$ cat src/rtl/muldiv_ctrl.sv
// rtl/muldiv_ctrl.sv - Iterative multiply/divide sequencer owning the HI/LO register pair
// One bit per cycle shift-add multiply / restoring divide on operand magnitudes, sign fix in FIX.
module muldiv_ctrl #(
  parameter int ITER = 32
) (
  input  logic        clk,
  input  logic        reset_b,
  input  logic        start,
  input  logic [1:0]  op,
  input  logic [31:0] a,
  input  logic [31:0] b,
  input  logic        mf_req,
  input  logic        mf_sel,
  input  logic        mt_we,
  input  logic [31:0] mt_data,
  input  logic        flush,
  output logic        stall,
  output logic        busy,
  output logic        done,
  output logic [31:0] hilo_rdata,
  output logic [31:0] hi,
  output logic [31:0] lo
);
  localparam int CW = $clog2(ITER);
  localparam logic [CW-1:0] LAST = CW'(ITER - 1);

  typedef enum logic [1:0] {S_IDLE = 2'd0, S_BUSY = 2'd1, S_FIX = 2'd2} state_e;

  state_e        state_q, state_d;
  logic [CW-1:0] cnt_q, cnt_d;
  logic [63:0]   acc_q, acc_d;
  logic [31:0]   opnd_q, opnd_d;
  logic [31:0]   hi_q, hi_d, lo_q, lo_d;
  logic          is_div_q, is_div_d, neg_q, neg_d, rneg_q, rneg_d;
  logic          div0_q, div0_d, done_q, done_d;

  logic          accept;
  logic [31:0]   a_mag, b_mag;
  logic [32:0]   rem_sh, trial, sum;
  logic [63:0]   prod_fix;
  logic [31:0]   quo_fix, rem_fix;

  assign accept = (state_q == S_IDLE) & ~flush & start;
  assign a_mag  = (op[0] & a[31]) ? -a : a;
  assign b_mag  = (op[0] & b[31]) ? -b : b;

  // acc holds {HI,LO} partial product for multiply, {rem,quo} for divide
  assign rem_sh   = acc_q[63:31];
  assign trial    = rem_sh - {1'b0, opnd_q};
  assign sum      = {1'b0, acc_q[63:32]} + (acc_q[0] ? {1'b0, opnd_q} : 33'd0);
  assign prod_fix = neg_q ? -acc_q : acc_q;
  // A zero divisor leaves rem=|a|, so the remainder sign fix restores raw a; only LO is forced
  assign quo_fix  = div0_q ? 32'hFFFF_FFFF : (neg_q ? -acc_q[31:0] : acc_q[31:0]);
  assign rem_fix  = rneg_q ? -acc_q[63:32] : acc_q[63:32];

  always_ff @(posedge clk or negedge reset_b) begin
    if (!reset_b) state_q <= S_IDLE;
    else          state_q <= state_d;
  end

  always_comb begin
    state_d = state_q;
    case (state_q)
      S_IDLE:  if (accept) state_d = S_BUSY;
      S_BUSY:  if (flush) state_d = S_IDLE;
               else if (cnt_q == LAST) state_d = S_FIX;
      S_FIX:   state_d = S_IDLE;
      default: state_d = S_IDLE;
    endcase
  end

  always_comb begin
    busy  = (state_q != S_IDLE);
    stall = busy & (start | mf_req | mt_we);
  end

  always_comb begin
    cnt_d    = cnt_q;
    acc_d    = acc_q;
    opnd_d   = opnd_q;
    hi_d     = hi_q;
    lo_d     = lo_q;
    is_div_d = is_div_q;
    neg_d    = neg_q;
    rneg_d   = rneg_q;
    div0_d   = div0_q;
    done_d   = 1'b0;
    if (accept) begin
      is_div_d = op[1];
      neg_d    = op[0] & (a[31] ^ b[31]);
      rneg_d   = op[0] & a[31];
      div0_d   = op[1] & (b == 32'd0);
      opnd_d   = op[1] ? b_mag : a_mag;
      acc_d    = {32'd0, op[1] ? a_mag : b_mag};
      cnt_d    = '0;
    end else if (state_q == S_IDLE && !flush && mt_we) begin
      if (mf_sel) hi_d = mt_data;
      else        lo_d = mt_data;
    end else if (state_q == S_BUSY && !flush) begin
      cnt_d = cnt_q + 1'b1;
      if (is_div_q) begin
        if (!trial[32]) acc_d = {trial[31:0], acc_q[30:0], 1'b1};
        else            acc_d = {rem_sh[31:0], acc_q[30:0], 1'b0};
      end else begin
        acc_d = {sum, acc_q[31:1]};
      end
    end else if (state_q == S_FIX && !flush) begin
      done_d = 1'b1;
      if (is_div_q) begin
        hi_d = rem_fix;
        lo_d = quo_fix;
      end else begin
        hi_d = prod_fix[63:32];
        lo_d = prod_fix[31:0];
      end
    end
  end

  always_ff @(posedge clk or negedge reset_b) begin
    if (!reset_b) begin
      cnt_q    <= '0;
      acc_q    <= '0;
      opnd_q   <= '0;
      hi_q     <= '0;
      lo_q     <= '0;
      is_div_q <= 1'b0;
      neg_q    <= 1'b0;
      rneg_q   <= 1'b0;
      div0_q   <= 1'b0;
      done_q   <= 1'b0;
    end else begin
      cnt_q    <= cnt_d;
      acc_q    <= acc_d;
      opnd_q   <= opnd_d;
      hi_q     <= hi_d;
      lo_q     <= lo_d;
      is_div_q <= is_div_d;
      neg_q    <= neg_d;
      rneg_q   <= rneg_d;
      div0_q   <= div0_d;
      done_q   <= done_d;
    end
  end

  assign done       = done_q;
  assign hi         = hi_q;
  assign lo         = lo_q;
  assign hilo_rdata = mf_sel ? hi_q : lo_q;

endmodule

$ cat config.mk
export PLATFORM = sky130hd
export DESIGN_NAME = muldiv_ctrl
export DESIGN_NICKNAME = d
export VERILOG_FILES = /design/src/rtl/muldiv_ctrl.sv
export SDC_FILE = /design/constraint.sdc
export NUM_CORES = 1
export LEC_CHECK = 0
export CAP_MARGIN = 25
export CORE_ASPECT_RATIO = 1.25
export CORE_MARGIN = 2
export CORE_UTILIZATION = 40
export DETAILED_ROUTE_END_ITERATION = 10
export PLACE_DENSITY = 0.72
export SYNTH_ARGS = -nofsm -noshare
export SYNTH_HDL_FRONTEND = slang
export SYNTH_SLANG_ARGS = --single-unit
$ cat constraint.sdc
create_clock -name clk -period 7.3 [get_ports clk]
set_input_delay 0.73 -clock clk [delete_from_list [all_inputs] [get_ports clk]]
set_output_delay 0.73 -clock clk [all_outputs]
set_load 0.05 [all_outputs]
==> results of run 1 <==
## metrics by stage
stage | area (µm²) | cells | power, mW
after detailed placement | 18000 | 2646 | 6.47
after CTS | 18600 | 2678 | 7.47
after floorplan | 15700 | 2054 | 4.99
after global placement | 18000 | 2645 | 6.41
final | 18700 | 2680 | 7.55
after global routing | 18700 | 2679 | 8.00
## routing by layer
metal	routed length, µm	track usage	part of all wire
met5	0	0	0
met4	2510	0.130	0.044
met3	3750	0.0288	0.065
met2	27200	0.453	0.47
met1	24200	0.368	0.42
## synth_stat cells (23+ instances only)
library cell / number
nand2_1: 260
o21ai_0: 223
nor2_1: 206
dfrtp_1: 172
a21oi_1: 163
clkbuf_1: 113
xnor2_1: 91
xor2_1: 76
ha_1: 70
inv_1: 61
mux2i_1: 54
nor3_1: 49
o22ai_1: 42
mux2_2: 34
a21o_1: 32
a31oi_1: 30
o31ai_1: 28
nor4_1: 25
nand3_1: 23
## path summary, 6_finish.rpt
check,from,to,depth (start not counted)
worst max-delay path,acc_q[0]$_DFFE_PN0P_,acc_q[61]$_DFFE_PN0P_,12
worst min-delay path,reset_b,acc_q[18]$_DFFE_PN0P_,1
worst max register to register,acc_q[0]$_DFFE_PN0P_,acc_q[61]$_DFFE_PN0P_,12
worst min register to register,opnd_q[11]$_DFFE_PN0P_,opnd_q[11]$_DFFE_PN0P_,1
max in group asynchronous,reset_b,hi[28]$_DFFE_PN0P_,2
min in group clk,opnd_q[11]$_DFFE_PN0P_,opnd_q[11]$_DFFE_PN0P_,1
## registers in the layout, indices dropped and copies added, names as in the netlist
name and cells:
acc_q 64, hi 32, lo 32, opnd_q 32, cnt_q 5, state_q 2, div0_q 1, done 1
is_div_q 1, neg_q 1, rneg_q 1
## area by class of cell
class                   instances  area share
inverters                      62      0.0125
well taps                     498      0.0334
diodes                          1    0.000134
multi-input cells            1692       0.572
clock buffers                  17      0.0228
flip-flops and latches        172       0.231
repair buffers                223       0.118
clock inverters                15      0.0109
## power breakdown
part	leakage, nW	switching (mW)	total [mW]	internal, mW
Combinational	5.37	2.96	4.72	1.76
Clock	0.298	0.466	0.989	0.523
Sequential	2.15	0.580	1.84	1.26
Total	7.82	4.00	7.55	3.54
## layout by cell type (no fill, tap or decap), drive strengths merged, types with 6 or more instances in the layout
cell | Yosys | routed
a211oi | 19 | 19
nor2b | 7 | 7
mux2 | 34 | 34
o41ai | 13 | 13
nor3 | 50 | 50
nand2b | 19 | 19
o311ai | 6 | 6
nor4 | 27 | 27
a22oi | 14 | 14
clkbuf | 113 | 17
and3 | 19 | 19
dfrtp | 172 | 172
nand2 | 261 | 261
nand4 | 11 | 11
o21a | 9 | 9
nand3 | 23 | 23
a21oi | 165 | 165
o211ai | 22 | 22
a31oi | 30 | 30
o22ai | 42 | 42
or4 | 15 | 15
clkinv | 1 | 7
ha | 70 | 70
o22a | 8 | 8
o31ai | 28 | 28
buf | 15 | 22
and2 | 13 | 13
a21o | 32 | 32
o21ai | 233 | 233
mux2i | 54 | 54
or3 | 14 | 14
xnor2 | 91 | 91
xor2 | 76 | 76
nor2 | 207 | 207
or2 | 10 | 10
clkdlybuf4s50 | 0 | 201
inv | 61 | 66
## logic make-up after synthesis
family          after synthesis  share of synthesized area
simple gates                695                      0.204
fa+ha+maj                    72                     0.0584
xor+xnor                    167                     0.0932
mux                          88                     0.0588
compound gates              670                      0.264
flops                       172                      0.274
buf+inv                     190                     0.0471
==> run_results.csv, run 1 <==
group,metric,value,unit
timing,setup_ws,3.09,ns
cts,postCtsResizedCells,0,
detailed_routing,drt-wirelength-per-cell,21.5,µm
cts,cts.sinks,172,
logic_synthesis,yosysTopAreaCellShare,0.274,
cts,cts_inserted_buffers,17,
die,floorplan.initialDensity,0.403,
critical_path,crit_family,"simple AND/OR/NAND/NOR gates",
logic_synthesis,asyncSetResetFlopFracSynth,1.00,
detailed_routing,drt-vias-per-instance,6.07,
logic_synthesis,synth_area_per_cell,7.64,µm²
layout,area.sequential,4310,µm²
layout,final_layout_size_suffix_gt1_frac,0.0587,
pwr,ir_worst_vdd,0.200,mV
die,fp-row-count,81,
critical_path,startpoint_type,"flip-flop",
global_routing,wire_length_of_the_first_global_routing_pass,88.2,mm
pwr,power_leakage,7.82,nW
cts,clockRootBuffer,"clkbuf_16",
cts,clock_tree_from_tritoncts,"yes",
cts,clock_tree.htree_level_count,4,
hold_path,worst_hold_path_type,"in -> async",
logic_synthesis,ys.flop_type,"dfrtp_1",
place,place_congestion,0.996,
logic_synthesis,syn-instance-count,2054,
die,core,38900,µm²
detailed_routing,final_antenna_net_count,0,
timing,layout_skew,0.0140,ns
global_routing,gr-usage-all-layers,0.277,
global_routing,number_of_antenna_violations_at_the_first_check_in_global_routing,0,
die,boundaryPins,204,
timing,period_share,0.577,
layout,layout.filler_cells,3822,
critical_path,data_arrival_time_of_the_worst_path,4.59,ns
timing,slew_headroom,0.348,
layout,fin_util,0.480,
timing,fin_hold_ws,0.0755,ns
pwr,power_per_cell_area,404,nW/µm²
critical_path,cp.buffers_inverters,1,
critical_path,timing.reg2reg.setup_slack,3.09,ns
timing,finalCriticalPeriod,4.21,ns
run,cap_violations,0,
logic_synthesis,synth_area_leader_cell,"dfrtp_1",
cts,clk_latency,0.47,ns
die,die_height,225,µm
cts,worst_setup_hold_path_clk_slew,0.08,ns
logic_synthesis,synth-warning-count,0,
logic_synthesis,synthesis.area,15700,µm²
critical_path,crit_path_cell_trace,"inv_1 -> nor2_1 -> ha_1 -> a21oi_4 -> o21ai_1 -> or2_0 -> or4_1 -> and3b_4 -> o41a_1 -> or2_0 -> o41a_1 -> o211ai_2",
critical_path,endpoint_kind,"flip-flop",
detailed_routing,route.vias.total,16300,
global_routing,grt_remaining_overflow,0,
die,floorplan.die_area,40900,µm²
global_routing,vias_in_the_first_global_route,15300,
timing,setup_viol,0,
place,io_buffers,203,
timing,timing.fmax,0.237,GHz
layout,num-nets-final,2345,
timing,final-hold-violation-count,0,
critical_path,critical-path-max-stage-delay,0.70,ns
layout,multi_input_area,10700,µm²
logic_synthesis,ys_seq_area_frac,0.274,
critical_path,critical_path.max_fanout,31,
place,detailedPlace.worstSlack,3.19,ns
layout,area_delta_synth_final,18.9,%
cts,cts_post_setup_buffers_inserted,0,
timing,worstMarginPinSlew,0.969,ns
detailed_routing,route.detailed.drc,0,
status,run_status,"complete, no violations",
logic_synthesis,post_synth_num_cell_types,88,
logic_synthesis,flip_flop_and_latch_count_after_synthesis,172,
cts,cts.hold.buffers_added,0,
detailed_routing,initial_drc_count,1683,
global_routing,grt_start_max_net_pins,112,
detailed_routing,routed_wl,57.7,mm
die,die-width,181,µm
detailed_routing,firstDrtPassIters,6,
timing,report.final.slew_viol_count,0,
cts,cts-root-to-sink-buffers,2,
critical_path,slowest_stage,"inv_1",
critical_path,setup.worst_path.class,"reg -> reg",
timing,fin_tns_setup,0,ns
logic_synthesis,mappedNetlistNets,2231,
logic_synthesis,synth_edf_count,0,
timing,grt_setup_unrepaired,"false",
place,hpwl,44.3,mm
critical_path,worst_ep_required_time,7.68,ns
logic_synthesis,ys_top_cells_by_area,"dfrtp_1 (27%), o21ai_0 (7.1%), nand2_1 (6.2%), ha_1 (5.6%), a21oi_1 (5.2%)",
(Power assumes the default switching activity.)
==> run 2, diff against run 1 <==
==> constraint.sdc (replaced) <==
create_clock -name clk -period 4.2 [get_ports clk]
set_input_delay 0.42 -clock clk [delete_from_list [all_inputs] [get_ports clk]]
set_output_delay 0.42 -clock clk [all_outputs]
set_load 0.05 [all_outputs]
==> run_results.csv, run 2 (synthesis results as in run 1) <==
group,metric,value,unit
pwr,ir_worst_vdd,0.345,mV
pwr,power_per_cell_area,696,nW/µm²
pwr,switching_share,0.530,
global_routing,grt_start_max_net_pins,94,
critical_path,startpoint_type,"flip-flop",
layout,area_delta_synth_final,19.9,%
timing,slew_headroom,0.418,
critical_path,crit_path_start,"acc_q[0]$_DFFE_PN0P_",
timing,setup_viol,0,
die,die_height,225,µm
detailed_routing,routed_wl,56.6,mm
place,place_congestion,0.970,
critical_path,worst_r2r_path_depth,13,
critical_path,worst_ep_required_time,4.58,ns
pwr,power_leakage,7.93,nW
hold_path,worst_hold_path_type,"in -> async",
critical_path,crit_cells,13,
timing,final-hold-violation-count,0,
pwr,switching_power_total,6.94,mW
die,die-width,181,µm
critical_path,timing.critical_path.to,"acc_q[61]$_DFFE_PN0P_",
global_routing,wire_length_of_the_first_global_routing_pass,86.0,mm
critical_path,critical-path-max-stage-delay,0.61,ns
timing,timing.fmax,0.263,GHz
cts,clk_latency,0.46,ns
layout,num-nets-final,2372,
global_routing,number_of_antenna_violations_at_the_first_check_in_global_routing,0,
timing,layout_skew,0.0199,ns
die,floorplan.die_area,40900,µm²
cts,clock_tree.htree_level_count,4,
critical_path,timing.reg2reg.setup_slack,0.40,ns
status,run_status,"complete, no violations",
pwr,seq_power_share,0.229,
pwr,comb_power_share,0.647,
place,detailedPlace.worstSlack,0.454,ns
global_routing,grt_remaining_overflow,0,
timing,setup_ws,0.403,ns
cts,postCtsResizedCells,0,
critical_path,setup.worst_path.class,"reg -> reg",
critical_path,critical_path.max_fanout,31,
die,floorplan.initialDensity,0.403,
detailed_routing,drt-vias-per-instance,5.93,
timing,worstMarginPinSlew,0.873,ns
layout,flip_flop_count_of_the_largest_register_after_layout,64,
detailed_routing,route.vias.total,16100,
timing,fin_tns_setup,0,ns
critical_path,slowest_stage,"or4_1",
cts,worst_setup_hold_path_clk_slew,0.08,ns
run,cap_violations,0,
die,core,38900,µm²
timing,finalCriticalPeriod,3.80,ns
critical_path,endpoint_kind,"flip-flop",
die,fp-row-count,81,
global_routing,gr-usage-all-layers,0.269,
global_routing,vias_in_the_first_global_route,15100,
layout,layout_common_cells,"nand2_1 (259), o21ai_0 (223), nor2_1 (205)",
timing,period_share,0.904,
layout,finalInstanceArea,18800,µm²
detailed_routing,initial_drc_count,1561,
critical_path,crit_family,"simple AND/OR/NAND/NOR gates",
detailed_routing,route.detailed.drc,0,
cts,clockRootBuffer,"clkbuf_16",
critical_path,crit_path_cell_trace,"inv_1 -> buf_4 -> nor2_1 -> ha_1 -> nor2b_4 -> o2111ai_4 -> a211oi_2 -> or4_1 -> and3b_4 -> o41a_1 -> or2_0 -> o41a_1 -> o211ai_2",
critical_path,critical-path-top-cell-by-count,"o41a_1",
critical_path,timing.rr.end,"acc_q[61]$_DFFE_PN0P_",
layout,layout.filler_cells,3859,
timing,grt_setup_unrepaired,"false",
die,boundaryPins,204,
layout,fin_util,0.484,
cts,cts_inserted_buffers,17,
cts,cts-root-to-sink-buffers,2,
detailed_routing,drt-wirelength-per-cell,20.9,µm
detailed_routing,firstDrtPassIters,6,
pwr,clock_power_share,0.125,
critical_path,cp.buffers_inverters,2,
layout,final_common_cell,"nand2_1",
pwr,cell_internal_pwr,6.16,mW
place,hpwl,44.4,mm
place,placement.cell_area,18200,µm²
cts,clock_tree_from_tritoncts,"yes",
cts,cts.sinks,172,
layout,register_with_the_most_flip_flops,"acc_q",
detailed_routing,final_antenna_net_count,0,
cts,cts_post_setup_buffers_inserted,0,
layout,n_antenna_cell,0,
timing,report.final.slew_viol_count,0,
layout,final_layout_size_suffix_gt1_frac,0.0702,
cts,cts.hold.buffers_added,0,
critical_path,critical_path.reg2reg.startpoint,"acc_q[0]$_DFFE_PN0P_",
critical_path,data_arrival_time_of_the_worst_path,4.17,ns
place,io_buffers,203,
## run 2: worst min-delay path by stage
stage,depth (start not counted),endpoint
5_1_grt,1,acc_q[13]$_DFFE_PN0P_
2_1_floorplan,0,acc_q[0]$_DFFE_PN0P_
4_1_cts,1,acc_q[12]$_DFFE_PN0P_
3_3_place_gp,1,opnd_q[11]$_DFFE_PN0P_
6_report,1,acc_q[13]$_DFFE_PN0P_
3_5_place_dp,2,opnd_q[13]$_DFFE_PN0P_
## run 2: layer usage
| layer | up-vias | global-route usage | part of all wire |
|---|---|---|---|
| met4 | 0 | 0.112 | 0.039 |
| met1 | 7568 | 0.349 | 0.42 |
| met5 | - | 0 | 0 |
| met2 | 685 | 0.448 | 0.47 |
| met3 | 108 | 0.0386 | 0.068 |
| li1 | 7694 | - | - |
## run 2: through the flow
step / instances / power [mW] / hold slack, ns
global route: 2706 / 13.9 / 0.0928
CTS: 2706 / 13.0 / 0.0696
detailed placement: 2674 / 11.3 / 0.474
finish: 2706 / 13.1 / 0.0392
global placement: 2674 / 11.2 / 0.464
floorplan: 2054 / 8.68 / 0.124
## run 2: final cells by class
class / instances / area (µm²) / share of cell area
inverters: 62 / 233 / 0.0124
well taps: 498 / 623 / 0.0331
repair buffers: 250 / 2380 / 0.127
multi-input cells: 1692 / 10700 / 0.568
clock inverters: 15 / 169 / 0.00898
clock buffers: 17 / 425 / 0.0226
flip-flops and latches: 172 / 4310 / 0.229
## run 2: power groups by stage
| stage | clock network, mW | registers (mW) | logic [mW] |
|---|---|---|---|
| after floorplan | 0 | 3.54 | 5.14 |
| after global placement | 0 | 2.97 | 8.28 |
| after detailed placement | 0 | 3.00 | 8.33 |
| after CTS | 1.65 | 2.97 | 8.37 |
| after global routing | 1.71 | 3.06 | 9.10 |
| final | 1.63 | 2.99 | 8.47 |
## run 2: worst register-to-register path, cell delays in order (launching register included)
cell and delay, ns:
dfrtp_1 0.47, inv_1 0.08, buf_4 0.32, nor2_1 0.10, ha_1 0.34, nor2b_4 0.16, o2111ai_4 0.22, a211oi_2 0.14
or4_1 0.61, and3b_4 0.24, o41a_1 0.39, or2_0 0.24, o41a_1 0.35, o211ai_2 0.07
